File: config.mk
export PLATFORM = sky130hd
export DESIGN_NAME = ddr_native_rw_arbiter
export DESIGN_NICKNAME = d
export VERILOG_FILES = /design/src/rtl/ddr_native_rw_arbiter.sv
export SDC_FILE = /design/constraint.sdc
export NUM_CORES = 1
export LEC_CHECK = 0
export BUFFER_PORTS_ARGS = -buffer_cell sky130_fd_sc_hd__buf_4
export CAP_MARGIN = 20
export CORE_AREA = 5 5 467 469
export CTS_BUF_LIST = sky130_fd_sc_hd__clkbuf_4 sky130_fd_sc_hd__clkbuf_8
export CTS_CLUSTER_SIZE = 14
export DETAILED_ROUTE_END_ITERATION = 8
export DIE_AREA = 0 0 472 474
export PLACE_DENSITY = 0.3
export SLEW_MARGIN = 30
export SYNTH_ARGS = -nofsm -noshare
export SYNTH_HDL_FRONTEND = slang
export SYNTH_SLANG_ARGS = --single-unit
export TNS_END_PERCENT = 20
File: constraint.sdc
create_clock -name axi_aclk -period 28.8 [get_ports axi_aclk]
set_clock_uncertainty 0.2 [all_clocks]
set_input_delay 4.32 -clock axi_aclk [delete_from_list [all_inputs] [get_ports axi_aclk]]
set_output_delay 4.32 -clock axi_aclk [all_outputs]
set_load 0.005 [all_outputs]
File: src/rtl/ddr_native_rw_arbiter.sv
// ddr_native_rw_arbiter: shares one MIG-style native app port between a write and a read requester.
// Ports:
//   axi_aclk, axi_areset            clock, asynchronous active-high reset
//   init_calib_complete             DDR IP calibration done; no grants while low
//   wr_req_valid/addr/data/mask     write request in, wr_req_ready pulses when captured
//   rd_req_valid/addr               read request in, rd_req_ready pulses when captured
//   rd_data, rd_data_valid          app_rd_data / app_rd_data_valid registered by one cycle
//   app_addr/cmd/en                 native command out, handshaken by app_rdy
//   app_wdf_data/mask/wren/end      native write data out, handshaken by app_wdf_rdy
//   app_rd_data/valid/end           native read return in
//   rd_outstanding                  reads issued but not yet returned
module ddr_native_rw_arbiter #(
    parameter int ADDR_WIDTH      = 27,
    parameter int DATA_WIDTH      = 256,
    parameter int MAX_BURST       = 8,
    parameter int MAX_OUTSTANDING = 32
) (
    input  logic                               axi_aclk,
    input  logic                               axi_areset,
    input  logic                               init_calib_complete,
    input  logic                               wr_req_valid,
    input  logic [ADDR_WIDTH-1:0]              wr_req_addr,
    input  logic [DATA_WIDTH-1:0]              wr_req_data,
    input  logic [DATA_WIDTH/8-1:0]            wr_req_mask,
    output logic                               wr_req_ready,
    input  logic                               rd_req_valid,
    input  logic [ADDR_WIDTH-1:0]              rd_req_addr,
    output logic                               rd_req_ready,
    output logic [DATA_WIDTH-1:0]              rd_data,
    output logic                               rd_data_valid,
    output logic [ADDR_WIDTH-1:0]              app_addr,
    output logic [2:0]                         app_cmd,
    output logic                               app_en,
    output logic [DATA_WIDTH-1:0]              app_wdf_data,
    output logic [DATA_WIDTH/8-1:0]            app_wdf_mask,
    output logic                               app_wdf_wren,
    output logic                               app_wdf_end,
    input  logic                               app_rdy,
    input  logic                               app_wdf_rdy,
    input  logic [DATA_WIDTH-1:0]              app_rd_data,
    input  logic                               app_rd_data_valid,
    input  logic                               app_rd_data_end,
    output logic [$clog2(MAX_OUTSTANDING):0]   rd_outstanding
);
    localparam int OW = $clog2(MAX_OUTSTANDING) + 1;
    localparam int BW = $clog2(MAX_BURST + 1);
    localparam int MW = DATA_WIDTH / 8;

    typedef enum logic [1:0] {CALIB, IDLE, WR, RD} state_t;

    state_t                 state_q, state_d;
    logic [BW-1:0]          burst_cnt_q, burst_cnt_d;
    logic                   last_dir_q, last_dir_d;
    logic                   app_en_q, app_en_d;
    logic [2:0]             app_cmd_q, app_cmd_d;
    logic [ADDR_WIDTH-1:0]  app_addr_q, app_addr_d;
    logic [DATA_WIDTH-1:0]  wdf_data_q, wdf_data_d;
    logic [MW-1:0]          wdf_mask_q, wdf_mask_d;
    logic                   wdf_wren_q, wdf_wren_d;
    logic [OW-1:0]          rd_out_q, rd_out_d;
    logic [DATA_WIDTH-1:0]  rd_data_q, rd_data_d;
    logic                   rd_data_valid_q, rd_data_valid_d;

    logic                   cmd_hs, rd_issue, retire, can_grant, rd_ok, grant, grant_dir, tie_dir;
    logic [OW:0]            rd_eff;
    logic                   unused_rd_data_end;

    assign unused_rd_data_end = app_rd_data_end;

    // Direction bit: 0 = write, 1 = read; also the low bit of app_cmd.
    always_comb begin
        cmd_hs    = app_en_q & app_rdy;
        rd_issue  = cmd_hs & app_cmd_q[0];
        // The read retiring this cycle already counts against the in-flight cap.
        rd_eff    = {1'b0, rd_out_q} + (OW + 1)'(rd_issue);
        retire    = (state_q == WR) ? (~app_en_q | app_rdy) & (~wdf_wren_q | app_wdf_rdy) :
                    (state_q == RD) ? (~app_en_q | app_rdy) : 1'b0;
        can_grant = init_calib_complete & ((state_q == IDLE) | retire);
        rd_ok     = rd_req_valid & (rd_eff < (OW + 1)'(MAX_OUTSTANDING));
        // While busy, last_dir_q is the current direction, so one rule covers both cases.
        tie_dir   = ((state_q == IDLE) | (burst_cnt_q >= BW'(MAX_BURST))) ? ~last_dir_q : last_dir_q;
        grant     = can_grant & (wr_req_valid | rd_ok);
        grant_dir = (wr_req_valid & rd_ok) ? tie_dir : rd_ok;
        wr_req_ready = grant & ~grant_dir;
        rd_req_ready = grant & grant_dir;
        burst_cnt_d = ~grant ? burst_cnt_q :
                      (grant_dir != last_dir_q) ? BW'(1) :
                      (burst_cnt_q < BW'(MAX_BURST)) ? burst_cnt_q + BW'(1) : burst_cnt_q;
        last_dir_d  = grant ? grant_dir : last_dir_q;
        app_en_d    = grant | (app_en_q & ~app_rdy);
        app_cmd_d   = grant ? {2'b00, grant_dir} : app_cmd_q;
        app_addr_d  = grant ? (grant_dir ? rd_req_addr : wr_req_addr) : app_addr_q;
        wdf_wren_d  = (grant & ~grant_dir) | (wdf_wren_q & ~app_wdf_rdy);
        wdf_data_d  = (grant & ~grant_dir) ? wr_req_data : wdf_data_q;
        wdf_mask_d  = (grant & ~grant_dir) ? wr_req_mask : wdf_mask_q;
        rd_out_d    = (rd_issue & ~app_rd_data_valid) ? rd_out_q + OW'(1) :
                      (~rd_issue & app_rd_data_valid & (|rd_out_q)) ? rd_out_q - OW'(1) : rd_out_q;
        rd_data_d       = app_rd_data;
        rd_data_valid_d = app_rd_data_valid;
        // A busy state holds until its command retires; calibration loss only lands on CALIB
        // once nothing is in progress.
        state_d = grant ? (grant_dir ? RD : WR) :
                  (((state_q == WR) | (state_q == RD)) & ~retire) ? state_q :
                  init_calib_complete ? IDLE : CALIB;
    end

    always_ff @(posedge axi_aclk or posedge axi_areset) begin
        if (axi_areset) begin
            state_q         <= CALIB;
            burst_cnt_q     <= '0;
            last_dir_q      <= 1'b1;
            app_en_q        <= 1'b0;
            app_cmd_q       <= '0;
            app_addr_q      <= '0;
            wdf_data_q      <= '0;
            wdf_mask_q      <= '0;
            wdf_wren_q      <= 1'b0;
            rd_out_q        <= '0;
            rd_data_q       <= '0;
            rd_data_valid_q <= 1'b0;
        end else begin
            state_q         <= state_d;
            burst_cnt_q     <= burst_cnt_d;
            last_dir_q      <= last_dir_d;
            app_en_q        <= app_en_d;
            app_cmd_q       <= app_cmd_d;
            app_addr_q      <= app_addr_d;
            wdf_data_q      <= wdf_data_d;
            wdf_mask_q      <= wdf_mask_d;
            wdf_wren_q      <= wdf_wren_d;
            rd_out_q        <= rd_out_d;
            rd_data_q       <= rd_data_d;
            rd_data_valid_q <= rd_data_valid_d;
        end
    end

    assign app_en         = app_en_q;
    assign app_cmd        = app_cmd_q;
    assign app_addr       = app_addr_q;
    assign app_wdf_data   = wdf_data_q;
    assign app_wdf_mask   = wdf_mask_q;
    assign app_wdf_wren   = wdf_wren_q;
    assign app_wdf_end    = wdf_wren_q;
    assign rd_outstanding = rd_out_q;
    assign rd_data        = rd_data_q;
    assign rd_data_valid  = rd_data_valid_q;
endmodule

==> results.py <==
metrics = {
    "status": {
        "outcome": "finished clean",
    },
    "timing": {
        "min_period_ps": 10840,
        "tightest_slew_ps": 932.7,
        "holdWs_ps": 284.5,
        "slew_violations": 0,
        "rsz0062_at_grt": "no",
        "setup_viol": 0,
        "fin_setup_tns_ps": 0,
        "hold_viol": 0,
        "min_period_over_period_pct": 37.62,
        "fmax_mhz": 92.29,
        "maxSlewHeadroom_pct": 37.82,
    },
    "placed_design": {
        "place_congestion": 0.7827,
        "placed_cell_area_um2": 31700,
        "io_buffer_count": 1189,
        "dp_hpwl_um": 100500,
    },
    "power": {
        "max-vdd-ir-drop_mv": 0.03704,
        "finalPower_w": 0.003293,
        "powerDensity_nw_per_um2": 95.05,
        "p_leak_nw": 15.83,
    },
    "logic_synthesis": {
        "synth_edf_count": 0,
        "synth-xor-area-share_pct": 0.1806,
        "ys_seq_area_share_pct": 75.84,
        "syn_area_per_cell_um2": 18.20,
        "synth_largest_area_cell": "dfrtp_1",
        "synth_top_area_share_pct": 75.70,
        "postSynth.asyncResetShare_pct": 100.0,
        "synth_top_family_by_area": "multiplexers",
        "yosysWarningCount": 0,
        "synth_mux_area_share_pct": 17.03,
        "syn_area_um2": 19400,
        "synth_compound_area_share_pct": 2.502,
        "synth_simple_gate_area_share_pct": 1.838,
        "synth_flop_cell": "dfrtp_1",
        "ys_types": 45,
        "synthesis.instances": 1066,
        "ys_ff_latch": 588,
        "synthAdderAreaFrac_pct": 0.4901,
        "ys_top_cells_by_area": "dfrtp_1 76%, mux2_2 11%, mux2_1 5.8%, a221o_1 1.4%, nor3b_1 1.0%",
    },
    "floorplan": {
        "die-area_um2": 223700,
        "ios": 1193,
        "die_y_um": 474,
        "rows": 170,
        "coreArea_um2": 213600,
        "start_util_pct": 9.086,
        "die_w_um": 472,
    },
    "cts": {
        "insertion_delay_ps": 810,
        "cts_setup_buffers": 0,
        "cts-resized-gates": 0,
        "max-clock-path-buffers": 3,
        "clkSinkCount": 588,
        "htreeDepth": 4,
        "clockRootBuffer": "clkbuf_8",
        "clk_pin_slew_worst_paths_ps": 50,
        "cts_tree": "yes",
        "cts_made_buffers": 132,
        "cts_hold_buf": 0,
    },
    "drt": {
        "first_pass_iters": 4,
        "finalWirelength_um": 123100,
        "final_antenna_net_count": 0,
        "drc": 0,
        "avgViaCountPerCell": 2.780,
        "vias": 14770,
        "drt_iter0_markers": 387,
        "post_drt_wl_per_cell_um": 23.16,
    },
    "finish": {
        "drive_above_1_share_pct": 66.65,
        "nets": 2974,
        "post-route-util_pct": 16.22,
        "final_area_um2": 34640,
        "layout_commonest_cell": "buf_4",
        "syn_to_final_growth_pct": 78.54,
        "final_cell_mix": "1204 x buf_4, 587 x dfrtp_1, 189 x mux2_2",
    },
    "critical_path": {
        "critPathMaxStageDelay_ps": 610,
        "crit_chain": "buf_4, nand3_1, o31ai_1, nor3_2, buf_4, nor2_4, buf_4, buf_4",
        "cp_data_arrival_time_ps": 6320,
        "path_class": "input pin to primary output",
        "crit_fanout": 29,
        "startpoint_type": "input pin",
        "cp-end-kind": "primary output",
        "crit_top_cell": "buf_4",
        "critical_path_required_ps": 24280,
        "slowest_stage": "o31ai_1",
    },
    "global_routing": {
        "grt_pass1_vias": 16480,
        "grt_pass1_wl_um": 158600,
        "grt_max_degree": 90,
        "antenna_found_initial": 51,
        "grt-ovfl-total": 0,
        "track_usage_pct": 10.62,
    },
    "run": {
        "drv_cap": 0,
    },
    "min_path": {
        "hp-class": "register to register",
    },
}
## critical path: cells and delay by family
family / cells / cell delay, ps
buffers and inverters: 4 / 990
AO/OA/AOI/OAI: 1 / 610
AND/OR/NAND/NOR: 3 / 360
## area by class of cell
type	instances	area, um^2
multi-input cells	421	4307
flip-flops and latches	588	14720
well taps	2838	3551
diodes	17	42.54
repair buffers	1209	9112
inverters	8	37.54
fillers	23790	178900
clock buffers	205	2621
clock inverters	28	256.5
## registers in the layout, indices dropped and copies added, names as in the netlist
register,cells
app_wdf_data,256
rd_data,256
app_wdf_mask,32
app_addr,27
rd_outstanding,6
burst_cnt_q,4
state_q,2
app_cmd,1
app_en,1
app_wdf_end,1
last_dir_q,1
rd_data_valid,1
## cells by family (layout without fill, tap and decap cells)
logic type      count (synthesis)  in the layout
simple gates                   57             57
flops                         588            588
fa+ha+maj                       7              7
buf+inv                        58           1450
compound gates                 57             57
other cells                     1             19
mux                           294            294
xor+xnor                        4              4
## Yosys cell counts (2+ instances only)
master and instances:
dfrtp_1 587, mux2_2 189, mux2_1 100, a221o_1 27
nor3b_1 27, buf_2 17, buf_4 12, buf_8 11
inv_1 8, nor2_1 8, clkbuf_1 7, a21oi_1 6
ha_1 6, a21o_1 5, mux2i_1 5, nand2_1 5
buf_1 3, nand2b_1 3, nor2b_1 3, nor3_1 3
o21ai_0 3, o31ai_1 3, a22o_1 2, nand3_1 2
or4_1 2, xnor2_1 2, xor2_1 2
## stage by stage
step | worst slack, ps | instances
2_1_floorplan | 7827 | 1067
3_3_place_gp | 17940 | 5063
3_5_place_dp | 17940 | 5063
4_1_cts | 17930 | 5296
5_1_grt | 17790 | 5300
6_report | 17960 | 5314
## power by group
part	switching, W	leakage, nW	internal, W
Combinational	0.000475	7.39	0.000549
Clock	0.000433	1.52	0.000606
Sequential	0.000150	6.93	0.00108
Total	0.00106	15.8	0.00223
## metal layers
| metal | vias to the layer above | routed length [um] | global-route usage [%] |
|---|---|---|---|
| met5 | - | 261 | 0 |
| met4 | 44 | 2552 | 2.600 |
| met3 | 203 | 15580 | 6.338 |
| met2 | 912 | 60320 | 18.26 |
| met1 | 7247 | 44330 | 11.03 |
| li1 | 6367 | - | - |
## path summary, 6_finish.rpt
check,depth (start not counted),slack (ps),start,endpoint
worst max register to register,9,24430,rd_outstanding[1],app_wdf_data[80]
worst min-delay path,1,280,app_wdf_mask[13],app_wdf_mask[13]
worst max-delay path,8,17960,app_rdy,wr_req_ready
max in group asynchronous,5,22210,axi_areset,app_wdf_data[123]
worst min register to register,1,280,app_wdf_mask[13],app_wdf_mask[13]
min in group asynchronous,2,3430,axi_areset,rd_data[185]
Note: power is estimated with default switching activity, not from simulation.
